## src/rtl/mdr_mem_ctrl_pkg.sv

```systemverilog
// Shared definitions for the memory data register and its sequencer:
// access-size codes, state encoding and the size-to-byte-lane mapping.
package mdr_mem_ctrl_pkg;

   localparam logic [1:0] SZ_BYTE = 2'b00;
   localparam logic [1:0] SZ_HALF = 2'b01;
   localparam logic [1:0] SZ_WORD = 2'b10;

   localparam logic [1:0] ST_IDLE  = 2'd0;
   localparam logic [1:0] ST_READ  = 2'd1;
   localparam logic [1:0] ST_WRITE = 2'd2;

   typedef enum logic [1:0] {
      IDLE  = ST_IDLE,
      READ  = ST_READ,
      WRITE = ST_WRITE
   } state_t;

   // Lane mask for up to 8 lanes; callers truncate to their lane count.
   // Size 2'b11 falls through to a full word.
   function automatic logic [7:0] size_be(input logic [1:0] sz);
      logic [7:0] be;
      case (sz)
         SZ_BYTE: be = 8'h01;
         SZ_HALF: be = 8'h03;
         default: be = 8'hFF;
      endcase
      return be;
   endfunction

endpackage

```

## src/rtl/mdr_extend.sv

```systemverilog
// Combinational sign/zero extender for sub-word loads.
// Ports: i_data (raw word), i_size, i_sext -> o_data (extended word).
module mdr_extend
   import mdr_mem_ctrl_pkg::*;
#(
   parameter int WIDTH = 32
) (
   input  logic [WIDTH-1:0] i_data,
   input  logic [1:0]       i_size,
   input  logic             i_sext,
   output logic [WIDTH-1:0] o_data
);

   logic [WIDTH-1:0] w_mask;
   logic             w_msb;

   always_comb begin
      w_mask = '1;
      w_msb  = i_data[WIDTH-1];
      case (i_size)
         SZ_BYTE: begin
            w_mask = WIDTH'(8'hFF);
            w_msb  = i_data[7];
         end
         SZ_HALF: begin
            w_mask = WIDTH'(16'hFFFF);
            w_msb  = i_data[15];
         end
         default: ;
      endcase
      o_data = i_data & w_mask;
      // Bits above the field become copies of the field's MSB.
      if (i_sext && w_msb)
         o_data = o_data | ~w_mask;
   end

endmodule

```

## src/rtl/mdr_mem_ctrl.sv

```systemverilog
// Memory data register with read/write handshake sequencer and timeout.
// Ports: bus side (bus_in, bus_load, mdr_out), control (rd/wr_start,
// size, sign_ext, busy, done, err), memory side (mem_*).
module mdr_mem_ctrl
   import mdr_mem_ctrl_pkg::*;
#(
   parameter int WIDTH   = 32,
   parameter int TIMEOUT = 16,
   parameter int CNT_W   = 8
) (
   input  logic               clk,
   input  logic               reset,
   input  logic [WIDTH-1:0]   bus_in,
   input  logic               bus_load,
   input  logic               rd_start,
   input  logic               wr_start,
   input  logic [1:0]         size,
   input  logic               sign_ext,
   output logic               mem_req,
   output logic               mem_we,
   output logic [WIDTH/8-1:0] mem_be,
   output logic [WIDTH-1:0]   mem_wdata,
   input  logic [WIDTH-1:0]   mem_rdata,
   input  logic               mem_ack,
   output logic [WIDTH-1:0]   mdr_out,
   output logic               busy,
   output logic               done,
   output logic               err
);

   localparam int NB = WIDTH / 8;
   // Count value of the last wait cycle still allowed to see an ack.
   localparam logic [CNT_W-1:0] LAST =
      CNT_W'((TIMEOUT > 0) ? TIMEOUT - 1 : 0);

   state_t           r_state;
   logic [WIDTH-1:0] r_mdr;
   logic             r_req;
   logic             r_we;
   logic [NB-1:0]    r_be;
   logic [1:0]       r_size;
   logic             r_sext;
   logic [CNT_W-1:0] r_cnt;
   logic             r_done;
   logic             r_err;
   logic [NB-1:0]    w_be;
   logic [WIDTH-1:0] w_ext;

   assign w_be = NB'(size_be(size));

   mdr_extend #(.WIDTH(WIDTH)) u_ext (
      .i_data (mem_rdata),
      .i_size (r_size),
      .i_sext (r_sext),
      .o_data (w_ext)
   );

   always_ff @(posedge clk) begin
      if (reset) begin
         r_state <= IDLE;
         r_mdr   <= '0;
         r_req   <= 1'b0;
         r_we    <= 1'b0;
         r_be    <= '0;
         r_size  <= SZ_WORD;
         r_sext  <= 1'b0;
         r_cnt   <= '0;
         r_done  <= 1'b0;
         r_err   <= 1'b0;
      end else begin
         r_done <= 1'b0;
         r_err  <= 1'b0;
         case (r_state)
            IDLE: begin
               r_cnt <= '0;
               // Load lands on the same edge as a start, so a write
               // sends the freshly loaded value.
               if (bus_load)
                  r_mdr <= bus_in;
               if (rd_start && wr_start) begin
                  r_err <= 1'b1;
               end else if (rd_start || wr_start) begin
                  r_state <= rd_start ? READ : WRITE;
                  r_req   <= 1'b1;
                  r_we    <= wr_start;
                  r_be    <= w_be;
                  r_size  <= size;
                  r_sext  <= sign_ext;
               end
            end
            READ, WRITE: begin
               if (mem_ack || (TIMEOUT != 0 && r_cnt == LAST)) begin
                  if (mem_ack && r_state == READ)
                     r_mdr <= w_ext;
                  r_done  <= mem_ack;
                  r_err   <= !mem_ack;
                  r_state <= IDLE;
                  r_req   <= 1'b0;
                  r_we    <= 1'b0;
                  r_be    <= '0;
                  r_cnt   <= '0;
               end else begin
                  r_cnt <= r_cnt + 1'b1;
               end
            end
            default: r_state <= IDLE;
         endcase
      end
   end

   assign mem_req   = r_req;
   assign mem_we    = r_we;
   assign mem_be    = r_be;
   assign mem_wdata = r_mdr;
   assign mdr_out   = r_mdr;
   assign busy      = (r_state != IDLE);
   assign done      = r_done;
   assign err       = r_err;

endmodule

```

## config.mk

```make
export PLATFORM = sky130hd
export DESIGN_NAME = mdr_mem_ctrl
export DESIGN_NICKNAME = d
export VERILOG_FILES = /design/src/rtl/mdr_mem_ctrl_pkg.sv /design/src/rtl/mdr_extend.sv /design/src/rtl/mdr_mem_ctrl.sv
export SDC_FILE = /design/constraint.sdc
export NUM_CORES = 1
export LEC_CHECK = 0
export CAP_MARGIN = 0
export CORE_ASPECT_RATIO = 0.9
export CORE_MARGIN = 4
export CORE_UTILIZATION = 42
export CTS_CLUSTER_SIZE = 8
export DETAILED_ROUTE_END_ITERATION = 16
export GPL_ROUTABILITY_DRIVEN = 0
export GPL_TIMING_DRIVEN = 0
export PLACE_DENSITY = 0.86
export SLEW_MARGIN = 20
export SYNTH_ARGS = -nofsm -noshare
export SYNTH_HDL_FRONTEND = slang
export SYNTH_SLANG_ARGS = --single-unit
```

## constraint.sdc

```tcl
create_clock -name clk -period 4.9 [get_ports clk]
set_clock_uncertainty 0.1 [all_clocks]
set_input_delay 0.735 -clock clk [delete_from_list [all_inputs] [get_ports clk]]
set_output_delay 0.735 -clock clk [all_outputs]
set_load 0.03 [all_outputs]
```

==> impl_metrics.toml, run 1 <==
[die]
io_pins = 146
die_area_um2 = 7770
die_w_um = 92.5
std_cell_rows = 27
start_util_pct = 43.6
die_y_um = 84.0
core_um2 = 6180

[route]
drc_errors = 0
routed_wl_um = 8710
drt_first_pass_iters = 4
drt-initial-drc-count = 71
vias = 2902
viasPerCell = 5.01
drt-wirelength-per-cell_um = 15.0
ant_nets = 0

[clocking]
cts.clk_slew.worst_paths_ns = 0.09
cts_sinks = 51
clock_latency_ns = 0.30
ctsHoldBuffers = 0
htreeDepth = 2
cts_tree = "yes"
clockBufferDepth = 2
cts-buffers-inserted = 5
cts_resized = 0
cts_root_buf = "clkbuf_8"
cts_setup_buffers = 0

[sta]
setup_viol_count_final = 0
min_period_over_period_pct = 56.1
final.setup.tns_ns = 0
grt_setup_unrepaired = "no"
max_freq_mhz = 364
maxSlewViolCount = 0
worst_slew_pin_slew_ns = 0.745
relSlewSlack_pct = 50.3
hold_viol = 0
setup_slack_ns = 2.15
fin_crit_ns = 2.75

[global_route]
globalRouteOverflowTotal = 0
grt_pass1_vias = 2809
groute.usage.overall_pct = 22.1
antenna_found_initial = 0
grt_max_degree = 15
grt_pass1_wl_um = 13900

[placed_design]
preCtsSetupSlack_ns = 2.02
port_buffers = 144
dpl.hpwl_um = 6900

[layout]
fillCellCount = 539
drive_gt1_share_pct = 11.0
final_cell_mix = "clkdlybuf4s50_1 (144), dfxtp_1 (51), nand2_1 (50)"
multi_input_area_um2 = 1290
area_growth_syn_to_layout_pct = 61.2
seq_area_um2 = 1020
finalNetCount = 570
n_antenna_cell = 0
final_common_cell = "clkdlybuf4s50_1"

[logic_synthesis]
synth_nets = 419
synthSimpleGateAreaFrac_pct = 19.4
muxShareOfSynthArea_pct = 3.71
ys_types = 34
synth_top_area_share_pct = 37.9
seq_area_frac_synth_pct = 37.9
synth_top_cell_by_area = "dfxtp_1"
synthAdderAreaFrac_pct = 2.78
async_flop_share_pct = 0
synth_cells = 340
yosys_warnings = 0
synth-edff-count = 0
synth_xor_area_share_pct = 2.27
avgSynthCellArea_um2 = 7.93
synthTopCellsByArea = "dfxtp_1 (38%), buf_4 (10%), a211oi_1 (7.2%), nand2_1 (7.0%), nor2_1 (5.4%)"
synth_top_family_by_area = "compound AO/OA/AOI/OAI gates"
netlist_area_um2 = 2700
synthFlopType = "dfxtp_1"
synth-seq-cells = 51
synth_compound_area_share_pct = 19.7

[worst_setup_path]
cp.buffers_inverters = 4
crit_path_end_kind = "primary output"
critical_path.top_delay_family = "buffers and inverters"
required_ns = 4.07
worstSetupPathType = "reg2out"
crit_path_start_kind = "flip-flop"
cp_num_cells = 5
r2r_cells = 7
path_cells = "inv_1 > ha_1 > buf_4 > inv_1 > clkdlybuf4s50_1"
critical-path-max-stage-delay_ns = 0.69
slowest_stage = "clkdlybuf4s50_1"
critPathMostFrequentCell = "inv_1"
startpoint = "r_state[0]"
rr_startpoint = "r_state[0]"
cp_max_fo = 10
arrival_ns = 1.92

[flow_run]
drv_cap = 0

[worst_hold_path]
min_from = "mdr_out[8]"
hold_depth = 2
hp-class = "reg2reg"

[pwr]
p_leak_nw = 1.69
power_density_nw_per_um2 = 381
peakVddDrop_uv = 216

[outcome]
status = "complete, no violations"
==> metal layers <==
layer	GRT usage, %	wire (um)
met5	0	0
met4	8.23	155
met3	5.41	636
met2	37.0	4320
met1	27.2	3590
==> tightest hold or removal path: stages (launching register included) <==
cell	delay, ns
dfxtp_1	0.33
nand2_1	0.06
a21oi_1	0.05
==> registers in the layout (all words and copies together), names as in the netlist <==
| name | flops |
|---|---|
| r_state | 2 |
| mem_be | 3 |
| done | 1 |
| r_sext | 1 |
| mdr_out | 32 |
| r_size | 2 |
| err | 1 |
| mem_we | 1 |
| r_cnt | 8 |
==> per-stage QoR <==
| step | hold WS (ns) | power, mW | cell area [um^2] | utilization, % | cells |
|---|---|---|---|---|---|
| finish | 0.379 | 1.65 | 4350 | 70.3 | 579 |
| global placement | 0.359 | 1.38 | 4250 | 68.7 | 571 |
| floorplan | 0.350 | 1.05 | 2700 | - | 340 |
| global route | 0.399 | 1.74 | 4350 | 70.3 | 579 |
| detailed placement | 0.367 | 1.40 | 4250 | 68.7 | 571 |
| CTS | 0.379 | 1.66 | 4350 | 70.3 | 579 |
==> area by class of cell <==
class / count / area share (%)
clock buffers: 8 / 2.30
flip-flops and latches: 51 / 23.5
repair buffers: 144 / 33.2
multi-input cells: 225 / 29.7
well taps: 87 / 2.50
plain buffers: 59 / 8.38
inverters: 5 / 0.432
==> cells by family after synthesis <==
| kind of cell | after synthesis |
|---|---|
| AND/OR/NAND/NOR | 119 |
| AO/OA/AOI/OAI | 83 |
| buffers and inverters | 64 |
| flip-flops | 51 |
| multiplexers | 10 |
| XOR/XNOR | 7 |
| adder cells (fa/ha/maj) | 6 |
==> worst paths after layout <==
| check | end | slack (ns) |
|---|---|---|
| worst max-delay path | busy | 2.15 |
| worst min register to register | mdr_out[8] | 0.38 |
| worst max register to register | mdr_out[14] | 2.41 |
| worst min-delay path | mdr_out[8] | 0.38 |
==> cells in the mapped netlist, types with 4 or more instances <==
master     n
a211oi_1  26
a21oi_1   14
buf_4     36
clkbuf_1  18
dfxtp_1   51
ha_1       6
inv_1      5
mux2i_1   10
nand2_1   50
nand3_1   13
nor2_1    39
nor3_1     4
o211ai_1   8
o21ai_0   29
xnor2_1    4
==> power breakdown <==
group / switching (mW) / leakage [nW] / internal (mW)
sequential: 0.0495 / 0.420 / 0.478
combinational: 0.471 / 1.22 / 0.390
clock: 0.137 / 0.0515 / 0.129
total: 0.657 / 1.69 / 0.997
Power figures use the tool's default switching activity.
==> inputs of run 2 (changes only) <==
--- a/config.mk
+++ b/config.mk
@@ -8,12 +8,12 @@
 export CAP_MARGIN = 0
 export CORE_ASPECT_RATIO = 0.9
 export CORE_MARGIN = 4
-export CORE_UTILIZATION = 42
+export CORE_UTILIZATION = 35
 export CTS_CLUSTER_SIZE = 8
 export DETAILED_ROUTE_END_ITERATION = 16
 export GPL_ROUTABILITY_DRIVEN = 0
 export GPL_TIMING_DRIVEN = 0
-export PLACE_DENSITY = 0.86
+export PLACE_DENSITY = 0.76
 export SLEW_MARGIN = 20
 export SYNTH_ARGS = -nofsm -noshare
 export SYNTH_HDL_FRONTEND = slang
==> constraint.sdc (replaced) <==
create_clock -name clk -period 2.4 [get_ports clk]
set_clock_uncertainty 0.1 [all_clocks]
set_input_delay 0.36 -clock clk [delete_from_list [all_inputs] [get_ports clk]]
set_output_delay 0.36 -clock clk [all_outputs]
set_load 0.03 [all_outputs]
==> run 2 against run 1 <==
Compared with the run above: flip-flop and latch count unchanged; clock power up 91%; via count down 1.6%; design area up 0.32%; non-clock buffer count down 1; power up 100%; critical path depth up 4; combinational power up 100%; sequential share of layout area down 0.074 points; largest cell class unchanged.
==> impl_metrics.toml, run 2 (synthesis results as in run 1) <==
[outcome]
status = "complete, no violations"

[pwr]
power_switching_mw = 1.34
power_frac_seq_pct = 32.2
peakVddDrop_uv = 381
share_comb_of_total_power_pct = 52.6
power_density_nw_per_um2 = 766
p_sw_share_pct = 40.0
p_clk_share_pct = 15.2
p_leak_nw = 1.71
internal_power_mw = 2.00

[flow_run]
drv_cap = 0

[worst_hold_path]
hold_depth = 2
hp-class = "in2reg"
hold_end = "r_state[0]"
min_from = "reset"

[worst_setup_path]
arrival_ns = 2.31
required_ns = 2.46
worstReg2RegEnd = "mdr_out[25]"
worstSetupPathType = "reg2reg"
rr_startpoint = "r_state[0]"
crit_path_end_kind = "flip-flop"
crit_path_start_kind = "flip-flop"
r2r_cells = 9
r2r_setup_slack_ns = 0.15
cp_max_fo = 10

[clocking]
cts-buffers-inserted = 5
cts.clk_slew.worst_paths_ns = 0.10
cts_sinks = 51
cts_tree = "yes"
clockBufferDepth = 2
cts_root_buf = "clkbuf_8"
cts_setup_buffers = 0
clock_latency_ns = 0.30
htreeDepth = 2

[sta]
setup_viol_count_final = 0
final.hold.worst_slack_ns = 0.268
final.setup.tns_ns = 0
max_freq_mhz = 445
fin_crit_ns = 2.25
min_period_over_period_pct = 93.6
maxSlewViolCount = 0
hold_viol = 0
relSlewSlack_pct = 55.5
worst_slew_pin_slew_ns = 0.662
grt_setup_unrepaired = "no"

[route]
drc_errors = 0
viasPerCell = 4.87
drt-initial-drc-count = 66
routed_wl_um = 8630
vias = 2856
drt_first_pass_iters = 5
ant_nets = 0
drt-wirelength-per-cell_um = 14.7

[die]
die_area_um2 = 9170
start_util_pct = 35.9
io_pins = 146
std_cell_rows = 30
die_y_um = 91.3
core_um2 = 7510
die_w_um = 101

[layout]
area_growth_syn_to_layout_pct = 61.7
final_cell_mix = "clkdlybuf4s50_1 (143), dfxtp_1 (51), nand2_1 (50)"
largest_reg_flops = 32
drive_gt1_share_pct = 12.0
fillCellCount = 717
finalNetCount = 569
n_antenna_cell = 0
utilization_pct = 58.1
final_common_cell = "clkdlybuf4s50_1"

[global_route]
groute.usage.overall_pct = 18.4
grt_pass1_wl_um = 13800
grt_max_degree = 15
antenna_found_initial = 0
globalRouteOverflowTotal = 0
grt_pass1_vias = 2829

[placed_design]
dpl.hpwl_um = 6850
port_buffers = 144
[run 2: power by group through the flow]
stage / Clock [mW] / Combinational, mW / Sequential (mW)
2_1_floorplan: 0 / 0.832 / 1.31
3_3_place_gp: 0 / 1.74 / 1.09
3_5_place_dp: 0 / 1.76 / 1.10
4_1_cts: 0.520 / 1.77 / 1.08
5_1_grt: 0.557 / 1.88 / 1.09
6_report: 0.508 / 1.76 / 1.07
[run 2: cell type report]
cell class	instances	area [um^2]	share of cell area [%]
Buffer	58	364	8.35
Tap cell	96	120	2.75
Inverter	5	18.8	0.430
Clock buffer	6	82.6	1.89
Multi-Input combinational cell	225	1310	29.9
Clock inverter	1	5.00	0.115
Timing Repair Buffer	144	1440	33.1
Sequential cell	51	1020	23.4
[run 2: worst max path at each step]
| stage | cells after the start | endpoint | startpoint |
|---|---|---|---|
| 2_1_floorplan | 9 | mdr_out[19] | r_state[0] |
| 3_3_place_gp | 7 | mdr_out[21] | mem_ack |
| 3_5_place_dp | 7 | mdr_out[20] | mem_ack |
| 4_1_cts | 5 | busy | r_state[0] |
| 5_1_grt | 9 | mdr_out[25] | r_state[0] |
| 6_report | 9 | mdr_out[25] | r_state[0] |
[run 2: timing repair]
| item | CTS | global route |
|---|---|---|
| setup endpoints to repair | 18 | 33 |
| resized for setup | 2 | 7 |
| hold buffers | 0 | 0 |
[run 2: worst max-delay path: stages (launching register included)]
cell and delay, ns:
dfxtp_1 0.38, inv_1 0.08, ha_1 0.19, buf_4 0.16, nor2b_1 0.15, a211o_1 0.27
buf_2 0.20, nor2_4 0.21, buf_2 0.26, a211oi_1 0.11
[run 2: routing by layer]
metal	vias up	global-route usage, %	part of all wire (%)
met5	-	0	0
met4	0	4.38	1.3
met3	10	3.61	6.7
met2	94	32.4	49
met1	1329	23.0	43
li1	1423	-	-
[run 2: per-stage QoR]
step / instances / area, um^2 / total power [mW] / setup slack, ns
2_1_floorplan: 340 / 2700 / 2.14 / 0.356
3_3_place_gp: 580 / 4260 / 2.82 / -0.109
3_5_place_dp: 580 / 4260 / 2.86 / -0.144
4_1_cts: 587 / 4350 / 3.36 / 0.0273
5_1_grt: 586 / 4360 / 3.54 / 0.0132
6_report: 586 / 4360 / 3.34 / 0.154
